### src/rtl/id_ex_stage.sv
// id_ex_stage: decode-to-execute pipeline register for the 16-bit MIPS datapath.
// Decodes the incoming instruction into control bits, registers operands, and
// in the execute cycle forwards results and drives the ALU inputs. It also
// detects load-use hazards and inserts a one-cycle bubble.
module id_ex_stage (
    input  logic        clock,
    input  logic        reset,
    input  logic [15:0] id_instr,
    input  logic        id_valid,
    input  logic [15:0] id_rs_data,
    input  logic [15:0] id_rt_data,
    input  logic        hold,
    input  logic        flush,
    input  logic        exmem_regwrite,
    input  logic [1:0]  exmem_rd,
    input  logic [15:0] exmem_result,
    input  logic        memwb_regwrite,
    input  logic [1:0]  memwb_rd,
    input  logic [15:0] memwb_data,
    output logic        load_use_stall,
    output logic [3:0]  alu_op,
    output logic [15:0] alu_a,
    output logic [15:0] alu_b,
    output logic [15:0] ex_store_data,
    output logic [15:0] ex_imm,
    output logic [1:0]  ex_rd,
    output logic        ex_regwrite,
    output logic        ex_memread,
    output logic        ex_memwrite,
    output logic        ex_branch,
    output logic        ex_branch_ne,
    output logic        ex_valid
);

    typedef enum logic [3:0] {
        OP_ADD  = 4'h0,
        OP_SUB  = 4'h1,
        OP_AND  = 4'h2,
        OP_OR   = 4'h3,
        OP_NOR  = 4'h4,
        OP_SLT  = 4'h5,
        OP_ADDI = 4'h6,
        OP_LW   = 4'h7,
        OP_SW   = 4'h8,
        OP_BEQ  = 4'h9,
        OP_BNE  = 4'hA
    } opcode_e;

    // Control word carried from decode into execute; all-zero is a bubble.
    typedef struct packed {
        logic       valid;
        logic [3:0] alu_op;
        logic [1:0] rd;
        logic       regwrite;
        logic       memread;
        logic       memwrite;
        logic       branch;
        logic       branch_ne;
        logic       imm_src;
    } ctrl_t;

    localparam ctrl_t BUBBLE = '0;

    // Instruction fields from decode.
    logic [3:0] id_opcode;
    logic [1:0] id_rs;
    logic [1:0] id_rt;
    logic [1:0] id_rd;
    logic [7:0] id_imm8;

    assign id_opcode = id_instr[15:12];
    assign id_rs     = id_instr[11:10];
    assign id_rt     = id_instr[9:8];
    assign id_rd     = id_instr[7:6];
    assign id_imm8   = id_instr[7:0];

    // Decoded control and whether the instruction consumes its rt field.
    ctrl_t dec_ctrl;
    logic  dec_reads_rt;
    logic  dec_dst_is_rd;

    // Execute-stage state.
    ctrl_t       ex_ctrl;
    logic [1:0]  ex_rs;
    logic [1:0]  ex_rt;
    logic [15:0] ex_rs_data;
    logic [15:0] ex_rt_data;
    logic [15:0] ex_imm_q;

    // Forwarded operand values.
    logic [15:0] fwd_rs;
    logic [15:0] fwd_rt;

    // Opcode decode into the control word; undefined opcodes stay a bubble.
    always_comb begin
        // NOTE: every variable gets a default first so no path can infer a latch.
        dec_ctrl      = BUBBLE;
        dec_reads_rt  = 1'b0;
        dec_dst_is_rd = 1'b0;
        case (opcode_e'(id_opcode))
            OP_ADD, OP_SUB, OP_AND, OP_OR, OP_NOR, OP_SLT: begin
                dec_ctrl.valid    = 1'b1;
                dec_ctrl.regwrite = 1'b1;
                dec_dst_is_rd     = 1'b1;
                dec_reads_rt      = 1'b1;
                case (opcode_e'(id_opcode))
                    OP_SUB:  dec_ctrl.alu_op = 4'b0110;
                    OP_AND:  dec_ctrl.alu_op = 4'b0000;
                    OP_OR:   dec_ctrl.alu_op = 4'b0001;
                    OP_NOR:  dec_ctrl.alu_op = 4'b1100;
                    OP_SLT:  dec_ctrl.alu_op = 4'b0111;
                    default: dec_ctrl.alu_op = 4'b0010;
                endcase
            end
            OP_ADDI: begin
                dec_ctrl.valid    = 1'b1;
                dec_ctrl.alu_op   = 4'b0010;
                dec_ctrl.regwrite = 1'b1;
                dec_ctrl.imm_src  = 1'b1;
            end
            OP_LW: begin
                dec_ctrl.valid    = 1'b1;
                dec_ctrl.alu_op   = 4'b0010;
                dec_ctrl.regwrite = 1'b1;
                dec_ctrl.memread  = 1'b1;
                dec_ctrl.imm_src  = 1'b1;
            end
            OP_SW: begin
                dec_ctrl.valid    = 1'b1;
                dec_ctrl.alu_op   = 4'b0010;
                dec_ctrl.memwrite = 1'b1;
                dec_ctrl.imm_src  = 1'b1;
                dec_reads_rt      = 1'b1;
            end
            OP_BEQ, OP_BNE: begin
                dec_ctrl.valid     = 1'b1;
                dec_ctrl.alu_op    = 4'b0110;
                dec_ctrl.branch    = 1'b1;
                dec_ctrl.branch_ne = (id_opcode == OP_BNE);
                dec_reads_rt       = 1'b1;
            end
            default: ;
        endcase
        // Only register-writing instructions carry a destination.
        if (dec_ctrl.regwrite)
            dec_ctrl.rd = dec_dst_is_rd ? id_rd : id_rt;
    end

    // Load-use hazard: a load in execute whose destination decode wants to read.
    assign load_use_stall = ex_ctrl.valid && ex_ctrl.memread && id_valid &&
                            (ex_ctrl.rd != 2'd0) &&
                            ((ex_ctrl.rd == id_rs) ||
                             ((ex_ctrl.rd == id_rt) && dec_reads_rt));

    // Pipeline register: reset, then flush, then hold, then stall, then capture.
    always_ff @(posedge clock) begin
        // NOTE: sequential state uses non-blocking assignments so all registers
        // update together from pre-edge values.
        if (reset) begin
            ex_ctrl    <= BUBBLE;
            ex_rs      <= '0;
            ex_rt      <= '0;
            ex_rs_data <= '0;
            ex_rt_data <= '0;
            ex_imm_q   <= '0;
        end else if (!hold || flush) begin
            ex_rs      <= id_rs;
            ex_rt      <= id_rt;
            ex_rs_data <= id_rs_data;
            ex_rt_data <= id_rt_data;
            ex_imm_q   <= {{8{id_imm8[7]}}, id_imm8};
            if (flush || load_use_stall || !id_valid)
                ex_ctrl <= BUBBLE;
            else
                ex_ctrl <= dec_ctrl;
        end
    end

    // Operand forwarding: EX/MEM beats MEM/WB beats the register file; r0 is zero.
    always_comb begin
        fwd_rs = ex_rs_data;
        if (ex_rs == 2'd0)
            fwd_rs = 16'h0000;
        else if (exmem_regwrite && (exmem_rd == ex_rs))
            fwd_rs = exmem_result;
        else if (memwb_regwrite && (memwb_rd == ex_rs))
            fwd_rs = memwb_data;

        fwd_rt = ex_rt_data;
        if (ex_rt == 2'd0)
            fwd_rt = 16'h0000;
        else if (exmem_regwrite && (exmem_rd == ex_rt))
            fwd_rt = exmem_result;
        else if (memwb_regwrite && (memwb_rd == ex_rt))
            fwd_rt = memwb_data;
    end

    assign alu_op        = ex_ctrl.alu_op;
    assign alu_a         = fwd_rs;
    assign alu_b         = ex_ctrl.imm_src ? ex_imm_q : fwd_rt;
    assign ex_store_data = fwd_rt;
    assign ex_imm        = ex_imm_q;
    assign ex_rd         = ex_ctrl.rd;
    assign ex_regwrite   = ex_ctrl.regwrite;
    assign ex_memread    = ex_ctrl.memread;
    assign ex_memwrite   = ex_ctrl.memwrite;
    assign ex_branch     = ex_ctrl.branch;
    assign ex_branch_ne  = ex_ctrl.branch_ne;
    assign ex_valid      = ex_ctrl.valid;

endmodule

### config.mk
export PLATFORM = sky130hd
export DESIGN_NAME = id_ex_stage
export DESIGN_NICKNAME = d
export VERILOG_FILES = /design/src/rtl/id_ex_stage.sv
export SDC_FILE = /design/constraint.sdc
export NUM_CORES = 1
export LEC_CHECK = 0
export ABC_AREA = 1
export BUFFER_PORTS_ARGS = -buffer_cell sky130_fd_sc_hd__buf_2
export CAP_MARGIN = 0
export CORE_ASPECT_RATIO = 1.2
export CORE_MARGIN = 2
export CORE_UTILIZATION = 48
export CTS_BUF_LIST = sky130_fd_sc_hd__clkbuf_16
export DETAILED_ROUTE_END_ITERATION = 8
export GPL_TIMING_DRIVEN = 0
export PLACE_DENSITY = 0.81
export SYNTH_ARGS = -nofsm -noshare
export SYNTH_HDL_FRONTEND = slang
export SYNTH_SLANG_ARGS = --single-unit
### constraint.sdc
create_clock -name clock -period 1.8 [get_ports clock]
set_input_delay 0.18 -clock clock [delete_from_list [all_inputs] [get_ports clock]]
set_output_delay 0.18 -clock clock [all_outputs]
set_load 0.01 [all_outputs]
After elaboration in Yosys (flattened, before gate mapping)
Cells that the tools add are included.

operators by class
  equality and inequality tests = 16
  muxes and demuxes = 19
  reduce and logical (&&, ||, !) cells = 24

operators with widths
  kind                                                              count
  16-bit two-way mux                                                7
  4-bit case mux with 5 select lines                                1
  4-bit by 3-bit == test with 1-bit output (second input constant)  4
  5-bit case mux with 3 select lines                                1
  13-bit two-way mux                                                1
  2-bit == test                                                     6
  4-bit == test (second input constant)                             3
  1-bit logical AND                                                 9
  9-bit OR reduction                                                1
  4-bit by 2-bit == test with 1-bit output (second input constant)  2
  8-bit OR reduction                                                1
  1-bit two-way mux                                                 6
  2-bit two-way mux                                                 3
  6-bit OR reduction                                                1
  4-bit by 1-bit == test with 1-bit output (second input constant)  1
  2-bit zero test                                                   2
  4-bit zero test                                                   1
  1-bit logical OR                                                  4
  3-bit OR reduction                                                1
  1-bit zero test                                                   2
  2-bit nonzero test                                                1
  2-bit OR reduction                                                1

storage, ports and cells
  output and inout bits = 77
  logic and storage cells = 73
  register bits = 57
  input bits = 91

Logic depth before layout (Yosys ltp)
Gate-level depths: netlist (run 1).

  depth in word-level cells = 9
  gate-level depth with buffers = 10
  depth with buffers taken out = 9

Least setup slack after synthesis (run 1)
OpenSTA, ideal clock, no wires.

  path type = reg-to-output
  start point = reg ex_rt[1]
  end point = out alu_b[10]
  arrival = 1.283 ns
  data required time = 1.620 ns
  stages on the path, launching flop included = 7
  buffers on the path = 1
  path slack = 0.337 ns
  path through = dfxtp_1 -> xnor2_2 -> buf_2 -> nand3_1 -> nand3_2 -> nand3_1 -> nand2_1

on the way
  longest elaborated chain between the ends = 6
  elaborated cells between the ends (all ways) = 9
  classes of those cells = eq/ne: 2; mux: 4; reduce/logical: 3

RTL lines
  what                    line  source
  start, declared         85    logic [1:0] ex_rt;
  start signal, assigned  168   ex_rt <= id_rt;
  2-bit == test           194   else if (memwb_regwrite && (memwb_rd == ex_rt))
  1-bit logical AND       194
  16-bit two-way mux      194
  16-bit two-way mux      192   else if (exmem_regwrite && (exmem_rd == ex_rt))
  16-bit two-way mux (*)  190   if (ex_rt == 2'd0)
  16-bit two-way mux (*)  200   assign alu_b = ex_ctrl.imm_src ? ex_imm_q : fwd_rt;
  end, declared           23    output logic [15:0] alu_b,

Mark *: on every way between the ends. The rest lies on a longest branch, timed or not.

Worst setup path in the final report (run 1)
  start point = reg ex_rs[1]
  end point = out alu_a[0]

on the way
  longest elaborated chain between the ends = 5
  elaborated cells between the ends (all ways) = 8
  classes of those cells = eq/ne: 2; mux: 3; reduce/logical: 3

RTL lines
  what                    line  source
  start, declared         84    logic [1:0] ex_rs;
  start signal, assigned  167   ex_rs <= id_rs;
  2-bit == test           186   else if (memwb_regwrite && (memwb_rd == ex_rs))
  1-bit logical AND       186
  16-bit two-way mux      186
  16-bit two-way mux      184   else if (exmem_regwrite && (exmem_rd == ex_rs))
  16-bit two-way mux (*)  182   if (ex_rs == 2'd0)
  end, declared           22    output logic [15:0] alu_a,

Marked as above.

==> impl_metrics.env, run 1 <==
export IMPL_timing_setup_tns_ns=-8.890
export IMPL_core_region_area_um2=7664
export IMPL_root_buffer="clkbuf_16"
export IMPL_synth_top_cell_area_share_pct=30.20
export IMPL_crit_fanout=5
export IMPL_placedInstanceArea_um2=4725
export IMPL_seq_area_frac_synth_pct=30.20
export IMPL_cts_path_max_buffers=2
export IMPL_hold_path_class="input pin to flop"
export IMPL_regToRegSetupSlack_ns=0.48
export IMPL_critical_path_startpoint_type="flop"
export IMPL_grt_start_max_net_pins=12
export IMPL_fin_skew_ns=0.002645
export IMPL_yosys_top_cells_area="dfxtp_1 30%, o21ai_0 10%, nand2_1 9.6%"
export IMPL_first_global_vias=4479
export IMPL_global_route_overflow_total=0
export IMPL_post_synth_inst_count=611
export IMPL_port_buffer_count=166
export IMPL_req_time_crit_path_ns=1.62
export IMPL_yosysWarnings=0
export IMPL_dr_total_vias=5085
export IMPL_netlist_cell_type_count=27
export IMPL_detailedRoute_firstIterationViolations=462
export IMPL_floorplan_rows=35
export IMPL_finish_utilization_pct=77.67
export IMPL_synth_cell_area_um2=3779
export IMPL_die_width_um=85.00
export IMPL_wl_per_cell_um=17.81
export IMPL_layout_cell_area_non_filler_um2=5952
export IMPL_timing_max_transition_violations_final=0
export IMPL_clock_insertion_delay_worst_skew_ns=0.32
export IMPL_grt_setup_unrepaired="yes"
export IMPL_hold_violations=0
export IMPL_cts_buffers_inserted=9
export IMPL_async_flop_share_pct=0
export IMPL_dp_cells=869
export IMPL_fmax_ghz=0.4356
export IMPL_synth_enable_flop_cells=0
export IMPL_synth_most_common_cell="nand2_1"
export IMPL_pwr_density_cell_nw_per_um2=753.8
export IMPL_grt_usage_pct=30.88
export IMPL_post_layout_total_power_mw=4.487
export IMPL_wl_mm=16.01
export IMPL_endpoint_kind="output port"
export IMPL_area_growth_pct=57.52
export IMPL_synth_xor_area_share_pct=1.589
export IMPL_synth_top_family_by_area="simple AND/OR/NAND/NOR gates"
export IMPL_violated_checks="setup timing"
export IMPL_dieArea_um2=8601
export IMPL_path_clk_slew_ns=0.05
export IMPL_critPathKind="flop to output port"
export IMPL_yosys_area_share_simple_pct=31.89
export IMPL_grt_first_pass_wirelength_mm=20.96
export IMPL_hpwlAfterDp_mm=10.22
export IMPL_post_route_worst_setup_slack_ns=-0.4957
export IMPL_grt_antenna_before_repair=0
export IMPL_period_minus_slack_ns=2.296
export IMPL_final_cell_count_no_fill=899
export IMPL_worst_slew_pin_slew_ns=0.5218
export IMPL_ys_top_cells_by_count="97 x nand2_1, 92 x nor2_1, 76 x o21ai_0, 73 x inv_1, 57 x dfxtp_1"
export IMPL_leakage_power_figure_nw=3.319
export IMPL_effective_utilization_at_floorplan_pct=49.31
export IMPL_clock_tree_from_tritoncts="yes"
export IMPL_routed_via_density=5.656
export IMPL_preCtsSetupSlack_ns=-0.1136
export IMPL_crit_arrival_ns=2.12
export IMPL_timing_final_crit_share_pct=127.5
export IMPL_final_setup_viols=48
export IMPL_synth_seq_cells=57
export IMPL_clock_sinks=57
export IMPL_drt_drc_violations_left=0
export IMPL_die_y_um=101.2
export IMPL_finish_net_count=894
export IMPL_antenna_violating_nets_left=0
export IMPL_hold_slack_ns=0.1079
export IMPL_syn_num_nets=702
export IMPL_drive_above_1_share_pct=44.86
export IMPL_drv_max_cap_violation_count=0
export IMPL_synth_compound_area_share_pct=20.46
export IMPL_clock_tree_htree_level_count=3
export IMPL_synthAdderAreaFrac_pct=0
export IMPL_slew_headroom_pct=65.21
export IMPL_syn_area_per_cell_um2=6.184
export IMPL_power_ir_vdd_worst_mv=0.7626
export IMPL_boundaryPins=168
export IMPL_1st_pass_router_iterations=5
export IMPL_postSynth_topFlopCell="dfxtp_1"
export IMPL_netlist_top_cell_by_area="dfxtp_1"
export IMPL_gp_routability_congestion=1.009
export IMPL_run_status="finished with violations"
export IMPL_antenna_cells_inserted=0
export IMPL_synth_mux_area_fraction_pct=0
-- what timing repair did --
action,CTS,global route
resized for setup,88,124
pin swaps,15,49
hold buffers,0,0
setup buffers,9,0
setup endpoints to repair,48,49
gates cloned,3,4
-- worst max-delay path: stages (launching register included) --
cell	delay, ns
dfxtp_4	0.37
xnor2_1	0.30
nand2_2	0.20
buf_6	0.18
o21ai_0	0.33
o21bai_1	0.21
inv_1	0.07
buf_2	0.14
-- registers in the layout (all words and copies together) (netlist names), 2 cells and up --
| signal | cells |
|---|---|
| alu_op | 4 |
| ex_imm | 8 |
| ex_rd | 2 |
| ex_rs | 2 |
| ex_rs_data | 16 |
| ex_rt | 2 |
| ex_rt_data | 16 |
-- layer usage --
metal,part of all wire (%),global-route usage [%]
met5,0,0
met3,9.4,7.987
met1,35,34.91
met4,7.0,16.36
met2,49,53.37
-- path summary, 6_finish.rpt --
check | to | start | cells past startpoint
setup reg to reg | alu_op[3] | ex_rd[0] | 10
hold reg to reg | alu_op[3] | alu_op[3] | 2
hold / removal | ex_rs_data[3] | id_rs_data[3] | 3
setup / recovery | alu_a[0] | ex_rs[1] | 7
-- final cells by class --
cell class | count | area (um2)
sequential | 57 | 1157
inverter | 86 | 325.3
tap | 92 | 115.1
multi-input combinational | 419 | 2629
buffer | 48 | 345.3
fill | 545 | 1712
clock inverter | 6 | 51.30
clock buffer | 9 | 225.2
timing repair buffer | 182 | 1104
-- logic make-up (layout without fill, tap and decap cells) --
group / count (synthesis) / in the layout
buffers and inverters: 135 / 331
and+or+nand+nor: 271 / 271
xor gates and xnor gates: 6 / 6
AOI/OAI and AO/OA: 142 / 142
DFF: 57 / 57
-- placed cells by master (no fill, tap or decap), types with 3 or more instances in the layout --
cell	netlist	final
nand3_1	47	23
inv_1	73	64
dfxtp_2	0	4
nand2_1	97	65
clkbuf_16	0	12
o211ai_1	3	3
nand4_1	9	9
buf_4	17	24
o21ai_1	23	22
clkbuf_1	21	17
o21ai_4	0	3
dfxtp_1	57	50
buf_2	5	157
nand3_4	0	15
buf_6	3	18
nand2_2	12	20
o21ai_0	76	55
nor2_1	92	92
xnor2_1	5	3
o21bai_1	16	16
a21oi_1	22	21
inv_2	13	22
buf_12	0	3
dfxtp_4	0	3
o21ai_2	1	20
nand2_4	1	24
nand3_2	10	19
-- where the power goes --
part | total, mW | switching, mW | internal, mW
combinational | 1.47 | 0.840 | 0.626
clock | 1.59 | 0.547 | 1.04
sequential | 1.43 | 0.0909 | 1.34
Power figures use the tool's default switching activity.
==> inputs of run 2 (changes only) <==
clock period = 2.4 ns   (was 1.8 ns; I/O delays follow)
==> run 2 against run 1 <==
The run now ends clean. Hold slack improved by 0.060 ns. Count of clock-buffer cells in the layout unchanged. Clock power is 26% lower. Wire length fell by 21%. Total power decreased by 33%. Sequential share of layout area is 3.4 points higher. Die area did not move. First-iteration DRC count decreased by 38%.
==> impl_metrics.env, run 2 (synthesis results as in run 1) <==
export IMPL_pwr_density_cell_nw_per_um2=603.3
export IMPL_critical_path_max_stage_delay_ns=0.48
export IMPL_hold_violations=0
export IMPL_regToRegSetupSlack_ns=1.01
export IMPL_port_buffer_count=166
export IMPL_post_layout_total_power_mw=3.019
export IMPL_grt_start_max_net_pins=12
export IMPL_routed_via_density=5.200
export IMPL_worst_slew_pin_slew_ns=0.5080
export IMPL_global_route_overflow_total=0
export IMPL_hold_slack_ns=0.1682
export IMPL_critical_path_startpoint_type="flop"
export IMPL_die_width_um=85.00
export IMPL_cts_hold_repair_buffers=0
export IMPL_cts_repair_timing_setup_buffer_count=0
export IMPL_timing_setup_tns_ns=0
export IMPL_area_growth_pct=32.45
export IMPL_period_minus_slack_ns=2.289
export IMPL_area_sequential_um2=1141
export IMPL_hold_path_class="input pin to flop"
export IMPL_cp_cell_sequence="o21ai_2 -> a21oi_4 -> nand2_4 -> buf_6 -> nand2_2 -> nand3_2 -> nand3_1 -> nand2_1 -> buf_2"
export IMPL_number_of_fillers_in_the_final_layout=734
export IMPL_wl_mm=12.63
export IMPL_grt_setup_unrepaired="no"
export IMPL_1st_pass_router_iterations=6
export IMPL_fmax_ghz=0.4368
export IMPL_grt_usage_pct=28.89
export IMPL_finish_net_count=879
export IMPL_layout_cell_area_non_filler_um2=5005
export IMPL_crit_fanout=10
export IMPL_dieArea_um2=8601
export IMPL_layout_commonest_cell="buf_2"
export IMPL_clock_tree_from_tritoncts="yes"
export IMPL_detailedRoute_firstIterationViolations=287
export IMPL_core_region_area_um2=7664
export IMPL_boundaryPins=168
export IMPL_end_of_the_worst_register_to_register_path="ex_ctrl[0]"
export IMPL_gp_routability_congestion=1.009
export IMPL_grt_first_pass_wirelength_mm=19.64
export IMPL_endpoint_kind="output port"
export IMPL_wl_per_cell_um=14.27
export IMPL_post_route_worst_setup_slack_ns=0.1107
export IMPL_most_common_layout_cells="171 x buf_2, 97 x nand2_1, 92 x nor2_1, 76 x o21ai_0, 74 x inv_1"
export IMPL_rr_worst_depth=10
export IMPL_cts_buffers_inserted=9
export IMPL_die_y_um=101.2
export IMPL_antenna_violating_nets_left=0
export IMPL_path_clk_slew_ns=0.05
export IMPL_cpMaxStageDelayCell="dfxtp_1"
export IMPL_clock_insertion_delay_worst_skew_ns=0.32
export IMPL_fin_skew_ns=0.003993
export IMPL_multi_input_comb_area_um2=2038
export IMPL_hpwlAfterDp_mm=10.22
export IMPL_cts_path_max_buffers=2
export IMPL_placedInstanceArea_um2=4725
export IMPL_power_ir_vdd_worst_mv=0.5508
export IMPL_clock_sinks=57
export IMPL_timing_critical_path_max_delay_family="simple AND/OR/NAND/NOR gates"
export IMPL_cts_resized_gates=0
export IMPL_worst_r2r_startpoint="ex_rd[0]"
export IMPL_run_status="finished, final reports clean"
export IMPL_first_global_vias=4281
export IMPL_dr_total_vias=4602
export IMPL_drive_above_1_share_pct=30.81
export IMPL_drv_max_cap_violation_count=0
export IMPL_req_time_crit_path_ns=2.16
export IMPL_effective_utilization_at_floorplan_pct=49.31
export IMPL_crit_arrival_ns=2.05
export IMPL_worstHoldEndpoint="ex_rs_data[3]"
export IMPL_preCtsSetupSlack_ns=0.4264
export IMPL_crit_buf_inv=2
export IMPL_leakage_power_figure_nw=2.995
export IMPL_root_buffer="clkbuf_16"
export IMPL_grt_antenna_before_repair=0
export IMPL_timing_final_crit_share_pct=95.39
export IMPL_clock_tree_htree_level_count=3
export IMPL_final_setup_viols=0
export IMPL_slew_headroom_pct=66.13
export IMPL_worstHoldStart="id_rs_data[3]"
export IMPL_critPathKind="flop to output port"
export IMPL_timing_max_transition_violations_final=0
export IMPL_floorplan_rows=35
export IMPL_drt_drc_violations_left=0
export IMPL_hold_depth=3
run 2: cell count changes in the layout (fill, tap and decap cells not counted), sizes merged:
cell,delta
buf,-12
clkbuf,-3
diode,+1
run 2: where the power goes:
group | switching (mW) | internal, mW | leakage [nW] | total [mW]
Sequential | 0.0451 | 1.01 | 0.472 | 1.05
Clock | 0.402 | 0.780 | 0.141 | 1.18
Combinational | 0.469 | 0.315 | 2.38 | 0.784
Total | 0.916 | 2.10 | 2.99 | 3.02
run 2: worst max-delay path by stage:
| stage | from | to | slack, ns | depth (start not counted) |
|---|---|---|---|---|
| after detailed placement | ex_ctrl[0] | alu_b[5] | 0.43 | 6 |
| after CTS | ex_ctrl[0] | alu_b[5] | 0.06 | 6 |
| after global placement | ex_ctrl[0] | alu_b[5] | 0.46 | 6 |
| after global routing | ex_rt[0] | alu_b[5] | 0.0002 | 9 |
| final | ex_rt[0] | alu_b[5] | 0.11 | 9 |
| after floorplan | ex_rt[1] | alu_b[10] | 0.88 | 6 |
run 2: routing by layer:
| layer | vias up | track usage, % | wire [um] |
|---|---|---|---|
| li1 | 2290 | - | - |
| met1 | 2036 | 33.79 | 5050 |
| met2 | 233 | 50.24 | 6145 |
| met3 | 43 | 6.601 | 994 |
| met4 | 0 | 13.19 | 439 |
| met5 | - | 0 | 0 |
run 2: worst register-to-register path: cells and delay by family, from the launching register on:
kind	cells	cell delay [ns]
buf+inv	2	0.27
compound gates	1	0.07
simple gates	7	0.49
flops	1	0.42
run 2: area by class of cell:
cell class | count | share of cell area, %
Antenna cell | 1 | 0.05000
Buffer | 49 | 5.550
Clock buffer | 9 | 4.500
Clock inverter | 6 | 1.025
Inverter | 86 | 6.450
Multi-Input combinational cell | 419 | 40.72
Sequential cell | 57 | 22.80
Tap cell | 92 | 2.300
Timing Repair Buffer | 166 | 16.60
run 2: through the flow:
step                      util, %  cells
after floorplan                 -    611
after global placement      61.65    869
after detailed placement    61.65    869
after CTS                   65.26    884
after global routing        65.27    884
final                       65.31    885
==> inputs of run 3 (changes only) <==
CELL_PAD_IN_SITES_DETAIL_PLACEMENT = 0   (was default)
CELL_PAD_IN_SITES_GLOBAL_PLACEMENT = 1   (was default)
CORE_UTILIZATION = 32   (was 48)
PLACE_DENSITY = default   (was 0.81)
PLACE_DENSITY_LB_ADDON = 0.1   (was default)
TNS_END_PERCENT = 10   (was default)
==> run 3 against run 2 <==
Register-to-register slack hardly changed. Via count is 3.3% lower. Clock skew is 0.0015 ns higher. Total power is 9.2% higher. Sequential share of layout area is 0.65 points lower. Die area is 48% higher. Combinational power is 0.9% higher.
==> impl_metrics.env, run 3 (synthesis results as in run 1) <==
export IMPL_hpwlAfterDp_mm=11.03
export IMPL_leakage_power_figure_nw=3.021
export IMPL_port_buffer_count=166
export IMPL_timing_max_transition_violations_final=0
export IMPL_finish_utilization_pct=44.74
export IMPL_area_sequential_um2=1141
export IMPL_worst_slew_pin_slew_ns=0.5123
export IMPL_endpoint_kind="output port"
export IMPL_crit_fanout=10
export IMPL_clock_insertion_delay_worst_skew_ns=0.33
export IMPL_clock_tree_htree_level_count=3
export IMPL_area_growth_pct=36.32
export IMPL_global_route_overflow_total=0
export IMPL_placedInstanceArea_um2=4806
export IMPL_wl_mm=13.71
export IMPL_preCtsSetupSlack_ns=0.3805
export IMPL_hold_slack_ns=0.1659
export IMPL_hold_path_class="input pin to flop"
export IMPL_first_global_vias=4018
export IMPL_pwr_density_cell_nw_per_um2=640.3
export IMPL_grt_usage_pct=20.97
export IMPL_core_region_area_um2=11510
export IMPL_path_clk_slew_ns=0.05
export IMPL_hold_violations=0
export IMPL_grt_setup_unrepaired="no"
export IMPL_antenna_cells_inserted=0
export IMPL_boundaryPins=168
export IMPL_power_ir_vdd_worst_mv=0.3469
export IMPL_drv_max_cap_violation_count=0
export IMPL_timing_final_crit_share_pct=94.64
export IMPL_cts_hold_repair_buffers=0
export IMPL_grt_antenna_before_repair=0
export IMPL_routed_via_density=4.690
export IMPL_critPathKind="flop to output port"
export IMPL_antenna_violating_nets_left=0
export IMPL_post_route_worst_setup_slack_ns=0.1286
export IMPL_run_status="finished, final reports clean"
export IMPL_number_of_fillers_in_the_final_layout=1375
export IMPL_gp_routability_congestion=0.8512
export IMPL_clock_tree_from_tritoncts="yes"
export IMPL_cts_repair_timing_setup_buffer_count=0
export IMPL_detailedRoute_firstIterationViolations=202
export IMPL_multi_input_comb_area_um2=2049
export IMPL_critical_path_startpoint_type="flop"
export IMPL_wl_per_cell_um=14.45
export IMPL_clock_sinks=57
export IMPL_cts_resized_gates=0
export IMPL_cts_buffers_inserted=9
export IMPL_floorplan_rows=43
export IMPL_period_minus_slack_ns=2.271
export IMPL_most_common_layout_cells="171 x buf_2, 97 x nand2_1, 92 x nor2_1, 76 x o21ai_0, 74 x inv_1"
export IMPL_finish_net_count=878
export IMPL_dr_total_vias=4451
export IMPL_fmax_ghz=0.4403
export IMPL_grt_first_pass_wirelength_mm=19.98
export IMPL_fin_skew_ns=0.005529
export IMPL_die_y_um=123.0
export IMPL_slew_headroom_pct=65.84
export IMPL_cts_path_max_buffers=2
export IMPL_drive_above_1_share_pct=31.19
export IMPL_dieArea_um2=12700
export IMPL_crit_arrival_ns=2.03
export IMPL_effective_utilization_at_floorplan_pct=32.82
export IMPL_die_width_um=103.2
export IMPL_layout_commonest_cell="buf_2"
export IMPL_layout_cell_area_non_filler_um2=5151
export IMPL_req_time_crit_path_ns=2.16
export IMPL_1st_pass_router_iterations=5
export IMPL_root_buffer="clkbuf_16"
export IMPL_drt_drc_violations_left=0
export IMPL_timing_setup_tns_ns=0
export IMPL_grt_start_max_net_pins=12
export IMPL_final_setup_viols=0
run 3: cell types whose count changed in the layout (fill, tap and decap cells not counted), sizes merged:
cell      before  now
clkinv         4    2
clkinvlp       0    1
diode          1    0
clkbuf        31   30
bufinv         1    3
run 3: through the flow:
stage	cells	total power, mW
floorplan	611	1.542
global placement	934	1.854
detailed placement	934	1.864
CTS	950	3.315
global route	949	3.468
finish	949	3.298
run 3: final cells by class:
cell class / count / share of cell area [%]
multi-input cells: 419 / 39.79
flip-flops and latches: 57 / 22.15
repair buffers: 166 / 16.13
inverters: 86 / 6.267
plain buffers: 48 / 5.344
clock buffers: 9 / 4.372
well taps: 157 / 3.813
clock inverters: 7 / 2.137
run 3: critical path: stages, from the launching register on:
cell and delay (ns):
dfxtp_1 0.49, o21ai_2 0.12, a21oi_4 0.27, buf_4 0.24, nand3_1 0.10, nand3_2 0.09
nand3_1 0.15, nand2_1 0.10, buf_2 0.13
run 3: metal layers:
layer | track usage, % | wire length, um
met1 | 25.92 | 5743
met2 | 34.86 | 6563
met3 | 4.975 | 1035
met4 | 8.470 | 370
met5 | 0 | 0
run 3: final timing paths:
check	from	end	slack (ns)	cells past startpoint
hold reg to reg	ex_memwrite	ex_memwrite	0.47	2
setup reg to reg	ex_rd[1]	alu_op[3]	1.01	10
setup / recovery	ex_rt[0]	alu_b[5]	0.13	8
hold / removal	id_instr[3]	ex_imm[3]	0.17	3
run 3: power breakdown:
| part | internal (mW) | total (mW) | switching, mW |
|---|---|---|---|
| sequential | 1.01 | 1.05 | 0.0475 |
| combinational | 0.318 | 0.791 | 0.473 |
| clock | 1.00 | 1.45 | 0.449 |
| total | 2.33 | 3.30 | 0.970 |
